<file path="config.mk">
export PLATFORM = sky130hd
export DESIGN_NAME = adsr_envelope_gated
export DESIGN_NICKNAME = d
export VERILOG_FILES = /design/src/rtl/adsr_envelope_gated_pkg.sv /design/src/rtl/adsr_envelope_gated_rate_tick.sv /design/src/rtl/adsr_envelope_gated.sv
export SDC_FILE = /design/constraint.sdc
export NUM_CORES = 1
export LEC_CHECK = 0
export CAP_MARGIN = 20
export CORE_AREA = 5 5 94 130
export DETAILED_ROUTE_END_ITERATION = 7
export DIE_AREA = 0 0 99 135
export PLACE_DENSITY_LB_ADDON = 0.2
export SYNTH_ARGS = -nofsm -noshare
export SYNTH_HDL_FRONTEND = slang
export SYNTH_SLANG_ARGS = --single-unit
</file>
<file path="constraint.sdc">
create_clock -name clk -period 5.2 [get_ports clk]
set_input_delay 1.04 -clock clk [delete_from_list [all_inputs] [get_ports clk]]
set_output_delay 1.04 -clock clk [all_outputs]
set_load 0.02 [all_outputs]
</file>
<file path="src/rtl/adsr_envelope_gated_pkg.sv">
// Shared phase encoding for the gated ADSR envelope generator.
package adsr_pkg;

  localparam int unsigned PHASE_W = 3;

  typedef enum logic [PHASE_W-1:0] {
    IDLE    = 3'd0,
    ATTACK  = 3'd1,
    DECAY   = 3'd2,
    SUSTAIN = 3'd3,
    RELEASE = 3'd4
  } phase_e;

endpackage

</file>
<file path="src/rtl/adsr_envelope_gated_rate_tick.sv">
// Step-rate prescaler: emits one tick every rate+1 enabled cycles.
module adsr_rate_tick #(
  parameter int unsigned RATE_W = 8
) (
  input  logic              clk,
  input  logic              rst_n,
  input  logic              clear,
  input  logic              enable,
  input  logic [RATE_W-1:0] rate,
  output logic              tick
);

  logic [RATE_W-1:0] count;

  assign tick = enable && (count == rate);

  // A rate lowered below the current count lets the counter wrap through zero.
  always_ff @(posedge clk or negedge rst_n) begin
    if (!rst_n) begin
      count <= '0;
    end else if (clear || tick) begin
      count <= '0;
    end else if (enable) begin
      count <= count + RATE_W'(1);
    end
  end

endmodule

</file>
<file path="src/rtl/adsr_envelope_gated.sv">
// Gate-triggered ADSR envelope with retrigger-from-level and a registered
// amplitude modulator on the incoming waveform.
module adsr_envelope_gated
  import adsr_pkg::*;
#(
  parameter int unsigned WIDTH  = 8,
  parameter int unsigned RATE_W = 8
) (
  input  logic               clk,
  input  logic               rst_n,
  input  logic               gate,
  input  logic [RATE_W-1:0]  attack_rate,
  input  logic [RATE_W-1:0]  decay_rate,
  input  logic [WIDTH-1:0]   sustain_level,
  input  logic [RATE_W-1:0]  release_rate,
  input  logic [WIDTH-1:0]   wave_in,
  output logic [WIDTH-1:0]   wave_out,
  output logic [WIDTH-1:0]   amplitude,
  output logic [PHASE_W-1:0] phase,
  output logic               active
);

  localparam logic [WIDTH-1:0] MAX = '1;

  phase_e              state;
  phase_e              state_next;
  logic [WIDTH-1:0]    amp_next;
  logic                gate_q;
  logic                rise;
  logic                tick;
  logic                counting;
  logic                clear;
  logic [RATE_W-1:0]   rate;
  logic [2*WIDTH-1:0]  product;

  assign rise    = gate & ~gate_q;
  assign phase   = state;
  assign active  = (state != IDLE);
  assign product = (2*WIDTH)'(wave_in) * (2*WIDTH)'(amplitude);

  always_comb begin
    rate     = '0;
    counting = 1'b0;
    case (state)
      ATTACK:  begin rate = attack_rate;  counting = 1'b1; end
      DECAY:   begin rate = decay_rate;   counting = 1'b1; end
      RELEASE: begin rate = release_rate; counting = 1'b1; end
      default: ;
    endcase
  end

  // A retrigger while already attacking restarts the step timer as well.
  assign clear = rise || (state_next != state);

  adsr_rate_tick #(.RATE_W(RATE_W)) u_rate_tick (
    .clk    (clk),
    .rst_n  (rst_n),
    .clear  (clear),
    .enable (counting),
    .rate   (rate),
    .tick   (tick)
  );

  always_comb begin
    state_next = state;
    amp_next   = amplitude;
    if (rise) begin
      state_next = ATTACK;
    end else if (!gate && (state inside {ATTACK, DECAY, SUSTAIN})) begin
      state_next = RELEASE;
    end else begin
      case (state)
        IDLE: amp_next = '0;
        ATTACK: if (tick) begin
          if (amplitude != MAX) amp_next = amplitude + WIDTH'(1);
          if (amp_next == MAX) state_next = DECAY;
        end
        DECAY: if (tick) begin
          if (amplitude > sustain_level) amp_next = amplitude - WIDTH'(1);
          if (amp_next <= sustain_level) state_next = SUSTAIN;
        end
        SUSTAIN: amp_next = sustain_level;
        RELEASE: if (tick) begin
          if (amplitude != '0) amp_next = amplitude - WIDTH'(1);
          if (amp_next == '0) state_next = IDLE;
        end
        default: state_next = IDLE;
      endcase
    end
  end

  always_ff @(posedge clk or negedge rst_n) begin
    if (!rst_n) begin
      state     <= IDLE;
      amplitude <= '0;
      gate_q    <= 1'b0;
      wave_out  <= '0;
    end else begin
      state     <= state_next;
      amplitude <= amp_next;
      gate_q    <= gate;
      wave_out  <= product[2*WIDTH-1:WIDTH];
    end
  end

endmodule

</file>
# [Yosys cells after proc, flatten, opt, wreduce, memory -nomap -nowiden]
# Cells that the tools add are included.
[classes] addsub=3 mul=1 div=0 magnitude_cmp=2 eq_ne=11 shift=0 mux=32 n_bitwise=4 n_reduce_logical=15
[ops] op="8-bit 2-to-1 mux" n=20
[ops] op="8-bit one-hot mux with 5 select lines" n=1
[ops] op="3-bit 2-to-1 mux" n=8
[ops] op="8-bit one-hot mux with 3 select lines" n=1
[ops] op="8-bit by 1-bit adder with 8-bit output, second input constant" n=2
[ops] op="8-bit by 8-bit multiplier with 16-bit output" n=1
[ops] op="3-bit one-hot mux with 4 select lines" n=1
[ops] op="8-bit == test" n=1
[ops] op="8-bit == test, second input constant" n=1
[ops] op="8-bit > comparator" n=1
[ops] op="8-bit <= comparator" n=1
[ops] op="8-bit zero test" n=1
[ops] op="8-bit != test, second input constant" n=1
[ops] op="8-bit nonzero test" n=1
[ops] op="8-bit by 1-bit subtractor with 8-bit output, second input constant" n=1
[ops] op="3-bit by 2-bit == test with 1-bit output, second input constant" n=2
[ops] op="2-bit by 1-bit != test with 1-bit output, second input constant" n=3
[ops] op="6-bit AND reduction" n=1
[ops] op="3-bit nonzero test" n=2
[ops] op="5-bit nonzero test" n=1
[ops] op="3-bit by 1-bit == test with 1-bit output, second input constant" n=1
[ops] op="3-bit == test, second input constant" n=1
[ops] op="3-bit zero test" n=1
[ops] op="3-bit != test" n=1
[ops] op="other kinds (9)" n=13
[word_totals] ff_bits=28 latch_bits=0 ram_bits=0 mem_bits_ro=0 in_bits=43 output_inout_bits=20 elab_cells=73 memories=0

# [Logic depth before layout (Yosys ltp)]
[logic_depth] word_depth=18 mapped_depth=19 depth_no_buf=16

# [By module]
# Synthesis repeated with hierarchy kept, for this count alone.
[hier_totals] hier_cells=558 area_unflattened_um2=4584.4
[by_module_without_submodules] module="adsr_envelope_gated" n_inst=1 cells_per_inst=510 area_each_um2=4088.9 seq_area_each_um2=500.5
[by_module_without_submodules] module="adsr_rate_tick" n_inst=1 cells_per_inst=48 area_each_um2=495.5 seq_area_each_um2=200.2

# [Least setup slack after synthesis]
# OpenSTA, ideal clock, no wires.
[synth_timing] kind="register -> register" start="register amplitude[3]" end="register wave_out[6]" setup_time_ps=90 arrival_time_ps=4727 t_required_ps=5110 slack_ps=384 stages_incl_launch_ff=16 path_buffers=3 period_less_slack_ps=4816 path_cell_list="dfrtp_1 -> clkbuf_1 -> clkbuf_1 -> clkbuf_1 -> nand2_1 -> fa_1 -> inv_1 -> fa_1 -> fa_1 -> fa_1 -> ha_1 -> and2_1 -> a31oi_1 -> o21ai_0 -> or3_1 -> o2111ai_1"
[synth_via] elab_chain_cells=1
[synth_rtl] item="start: declaration" line="adsr_envelope_gated.sv:18" text="output logic [WIDTH-1:0] amplitude,"
[synth_rtl] item="start signal: assignment" line="adsr_envelope_gated.sv:100" text="amplitude <= amp_next;"
[synth_rtl] item="8-bit by 8-bit multiplier with 16-bit output" line="adsr_envelope_gated.sv:39" text="assign product = (2*WIDTH)'(wave_in) * (2*WIDTH)'(amplitude);"
[synth_rtl] item="via product[14]" line="adsr_envelope_gated.sv:34" text="logic [2*WIDTH-1:0] product;"
[synth_rtl] item="end signal: assignment" line="adsr_envelope_gated.sv:102" text="wave_out <= product[2*WIDTH-1:WIDTH];"
[synth_rtl] item="end: declaration" line="adsr_envelope_gated.sv:17" text="output logic [WIDTH-1:0] wave_out,"
# The timed path passes the listed nets, and every way through them passes these cells.
# A chain may end at the register's enable or synchronous reset.

# [Final worst setup path]
[layout_timing] start="input port wave_in[5]" end="register wave_out[6]"
[layout_via] elab_chain_cells=1
[layout_rtl] item="start: declaration" line="adsr_envelope_gated.sv:16" text="input logic [WIDTH-1:0] wave_in,"
[layout_rtl] item="8-bit by 8-bit multiplier with 16-bit output" line="adsr_envelope_gated.sv:39"
[layout_rtl] item="via product[14]" line="adsr_envelope_gated.sv:34"
# The timed path passes the listed nets, and every way through them passes these cells.

==> run_results.csv <==
group,metric,value,unit
run_status,outcome,"completed",
pwr,p_clk_share,9.8,%
route,drc,0,
hold_path,hold_start,"gate_q",
hold_path,holdPathEnd,"phase[0]",
pwr,internal-power,0.001208,W
setup_path,cp.required,5380,ps
sta,relSlewSlack,37.56,%
synthesis,netlist_instances,562,
global_route,grt_pass1_vias,4559,
cells_and_area,drive_above_1_share,7.568,%
sta,clock_skew,6.893,ps
clock_network,clock_path_buffers,2,
pwr,seq_power_share,14.9,%
synthesis,ys_types,70,
clock_network,cts_root_buf,"clkbuf_16",
sta,rsz0062_at_grt,"false",
setup_path,crit_path_end_kind,"flip-flop",
setup_path,crit_start,"wave_in[5]",
synthesis,synth_edf_count,0,
route,drt_iter0_drc,169,
cells_and_area,nets,753,
cells_and_area,area_growth,19.93,%
cells_and_area,instances_no_fill,762,
setup_path,crit_arrival,5080,ps
clock_network,cts_made_buffers,3,
sta,tightest_slew,936.6,ps
placement,dpl_worst_slack,-234.2,ps
placement,place.gp.congestion,0.9015,
global_route,grt_use_total,19.34,%
hold_path,min_delay_path_depth,1,
setup_path,cp-start-kind,"primary input",
die,rows,45,
die,fp.dieH,135,um
sta,timing.final.crit_share,94.19,%
setup_path,r2r_setup_slack,960,ps
global_route,grt_start_max_net_pins,38,
cells_and_area,regArea,700.7,um2
setup_path,rr_startpoint,"amplitude[2]",
global_route,grt_pass1_wl,21.40,mm
clock_network,cts_setup_buffers,0,
pwr,p_leak,2.733,nW
route,wl_per_cell,16.58,um
cells_and_area,multiInputGateArea,3679,um2
synthesis,syn_area,4771,um2
route,wirelength,12.63,mm
cells_and_area,fill_cells,1026,
route,first_pass_iters,5,
hold_path,hold_path_class,"flip-flop to flip-flop",
placement,hpwl,10.13,mm
setup_path,worstSetupPathType,"primary input to flip-flop",
run,cap_violations,0,
placement,placed_cell_area,5604,um2
die,die-area,13370,um2
synthesis,ys.warnings.count,0,
synthesis,ys_top_cells_by_area,"dfrtp_1, fa_1, ha_1",
pwr,irDropWorstVdd,0.1944,mV
cells_and_area,design_area,5722,um2
pwr,powerDensity,415.2,nW/um2
synthesis,yosysTopAreaCellShare,14.69,%
die,io-pin-count,63,
synthesis,synth_top_area_cell,"dfrtp_1",
sta,slew_viol_final,0,
setup_path,rr_worst_depth,15,
route,postRouteAntennaNets,0,
die,core,10870,um2
global_route,grt_overflow,0,
placement,portBuffers,62,
clock_network,insertion_delay,270,ps
die,die_w,99,um
setup_path,r2r-end,"wave_out[6]",
cells_and_area,diodes,0,
route,dr_total_vias,4369,
global_route,antenna_found_initial,0,
clock_network,clock_sinks,28,
synthesis,syn_area_per_cell,8.489,um2
setup_path,cp_max_fo,4,
synthesis,synth_ff_type,"dfrtp_1",
route,viasPerCell,5.734,
sta,period_minus_slack,4898,ps
sta,fin_ws,302.3,ps
synthesis,synthArstFlopShare,100.0,%
clock_network,cts_tree,"yes",
sta,fmax,204.2,MHz
sta,finalSetupViolCount,0,
synthesis,synth_nets,693,
pwr,switching_power,0.001167,W
synthesis,ys_ff_latch,28,
synthesis,ys_seq_area_share,14.69,%
pwr,power.share.switching,49.13,%
cells_and_area,final_cell_mix,"inv_1, clkdlybuf4s50_1, nand2_1",
die,initial_core_util,43.90,%
clock_network,clk_pin_slew,70,ps
sta,finalHoldViolCount,0,
cells_and_area,final_common_cell,"inv_1",
clock_network,h-tree-depth,1,
placement,placed_cells_incl_taps,758,
pwr,combPwrFrac,75.3,%
flip-flops by register name, summed over array words and instances, names as in the netlist:
name	flops
phase	3
gate_q	1
u_rate_tick.count	8
wave_out	8
amplitude	8
worst max-delay path by stage:
| stage | endpoint | slack (ps) | depth (start not counted) |
|---|---|---|---|
| after floorplan | wave_out[6] | 380 | 15 |
| after global placement | wave_out[6] | -150 | 13 |
| after detailed placement | wave_out[6] | -230 | 14 |
| after CTS | wave_out[6] | 20 | 14 |
| after global routing | wave_out[7] | 120 | 15 |
| final | wave_out[6] | 300 | 14 |
what timing repair did:
action	4_1_cts	5_1_grt
hold endpoints to repair	0	0
hold buffers	0	0
gates resized for setup	0	6
setup endpoints to repair	0	4
Yosys cell counts, types with 3 or more instances:
library cell  instances
nor3_1                4
nor2_1               23
mux2i_1               4
inv_1                60
nand2_1              56
o211ai_1              3
clkbuf_1             20
o31ai_1               4
o31a_1                5
and4bb_1              4
buf_6                 3
a31o_2                5
and2_1               36
nand3_1              16
nand4_1              13
a31oi_1               3
fa_1                 35
o22ai_1               6
nand4bb_1             6
xnor2_1              15
a22oi_1               3
and3_1                7
a21oi_1              23
xor2_1               11
or4bb_1               6
nor4_1               12
o21ai_0              17
ha_1                 53
nor2b_1               6
nand2b_1              5
buf_2                 7
nor4bb_1              8
or3_1                 3
dfrtp_1              28
a21o_1                5
worst max-delay path: stages:
cell and delay (ps):
clkdlybuf4s50_1 530, nand2_1 100, fa_1 540, inv_1 50, fa_1 470, fa_1 520
fa_1 490, ha_1 240, nor3_1 180, o21ai_0 120, a31oi_1 220, o21ai_1 140
or3_1 360, o2111ai_1 80
stage by stage:
| step | power, W | hold WS (ps) | setup TNS [ps] | utilization [%] |
|---|---|---|---|---|
| 6_report | 0.002376 | 523.9 | 0 | 52.65 |
| 4_1_cts | 0.002397 | 526.0 | 0 | 52.54 |
| 5_1_grt | 0.002627 | 551.8 | 0 | 52.65 |
| 3_5_place_dp | 0.002149 | 516.7 | -830.9 | 51.57 |
| 3_3_place_gp | 0.002113 | 506.3 | -415.2 | 51.57 |
| 2_1_floorplan | 0.001600 | 479.1 | 0 | - |
power by group through the flow:
stage / registers [W] / clock network [W] / logic (W)
finish: 0.000354 / 0.000232 / 0.00179
global route: 0.000364 / 0.000244 / 0.00202
CTS: 0.000355 / 0.000237 / 0.00180
detailed placement: 0.000357 / 0 / 0.00179
global placement: 0.000355 / 0 / 0.00176
floorplan: 0.000364 / 0 / 0.00124
cell type report:
class                   instances  area share (%)
clock buffers                   3           1.312
clock inverters                 1          0.5248
inverters                      60           3.936
multi-input cells             440           64.29
flip-flops and latches         28           12.25
well taps                     141           3.083
repair buffers                 89           14.61
kinds of logic after synthesis:
family	Yosys count	synth area share, %
DFF	28	14.69
buffers and inverters	94	8.209
adders and majority gates	88	28.59
xor gates and xnor gates	26	4.773
muxes	8	1.783
and+or+nand+nor	218	27.30
AOI/OAI and AO/OA	100	14.66
layer usage:
metal  share of wire (%)  global-route usage, %  up-vias
met5                   0                      0        -
met4                 2.4                  6.834        0
met3                 3.8                  1.085       24
met2                  53                  35.80       98
met1                  40                  23.43     2146
li1                    -                      -     2101
Note: power is estimated with default switching activity, not from simulation.
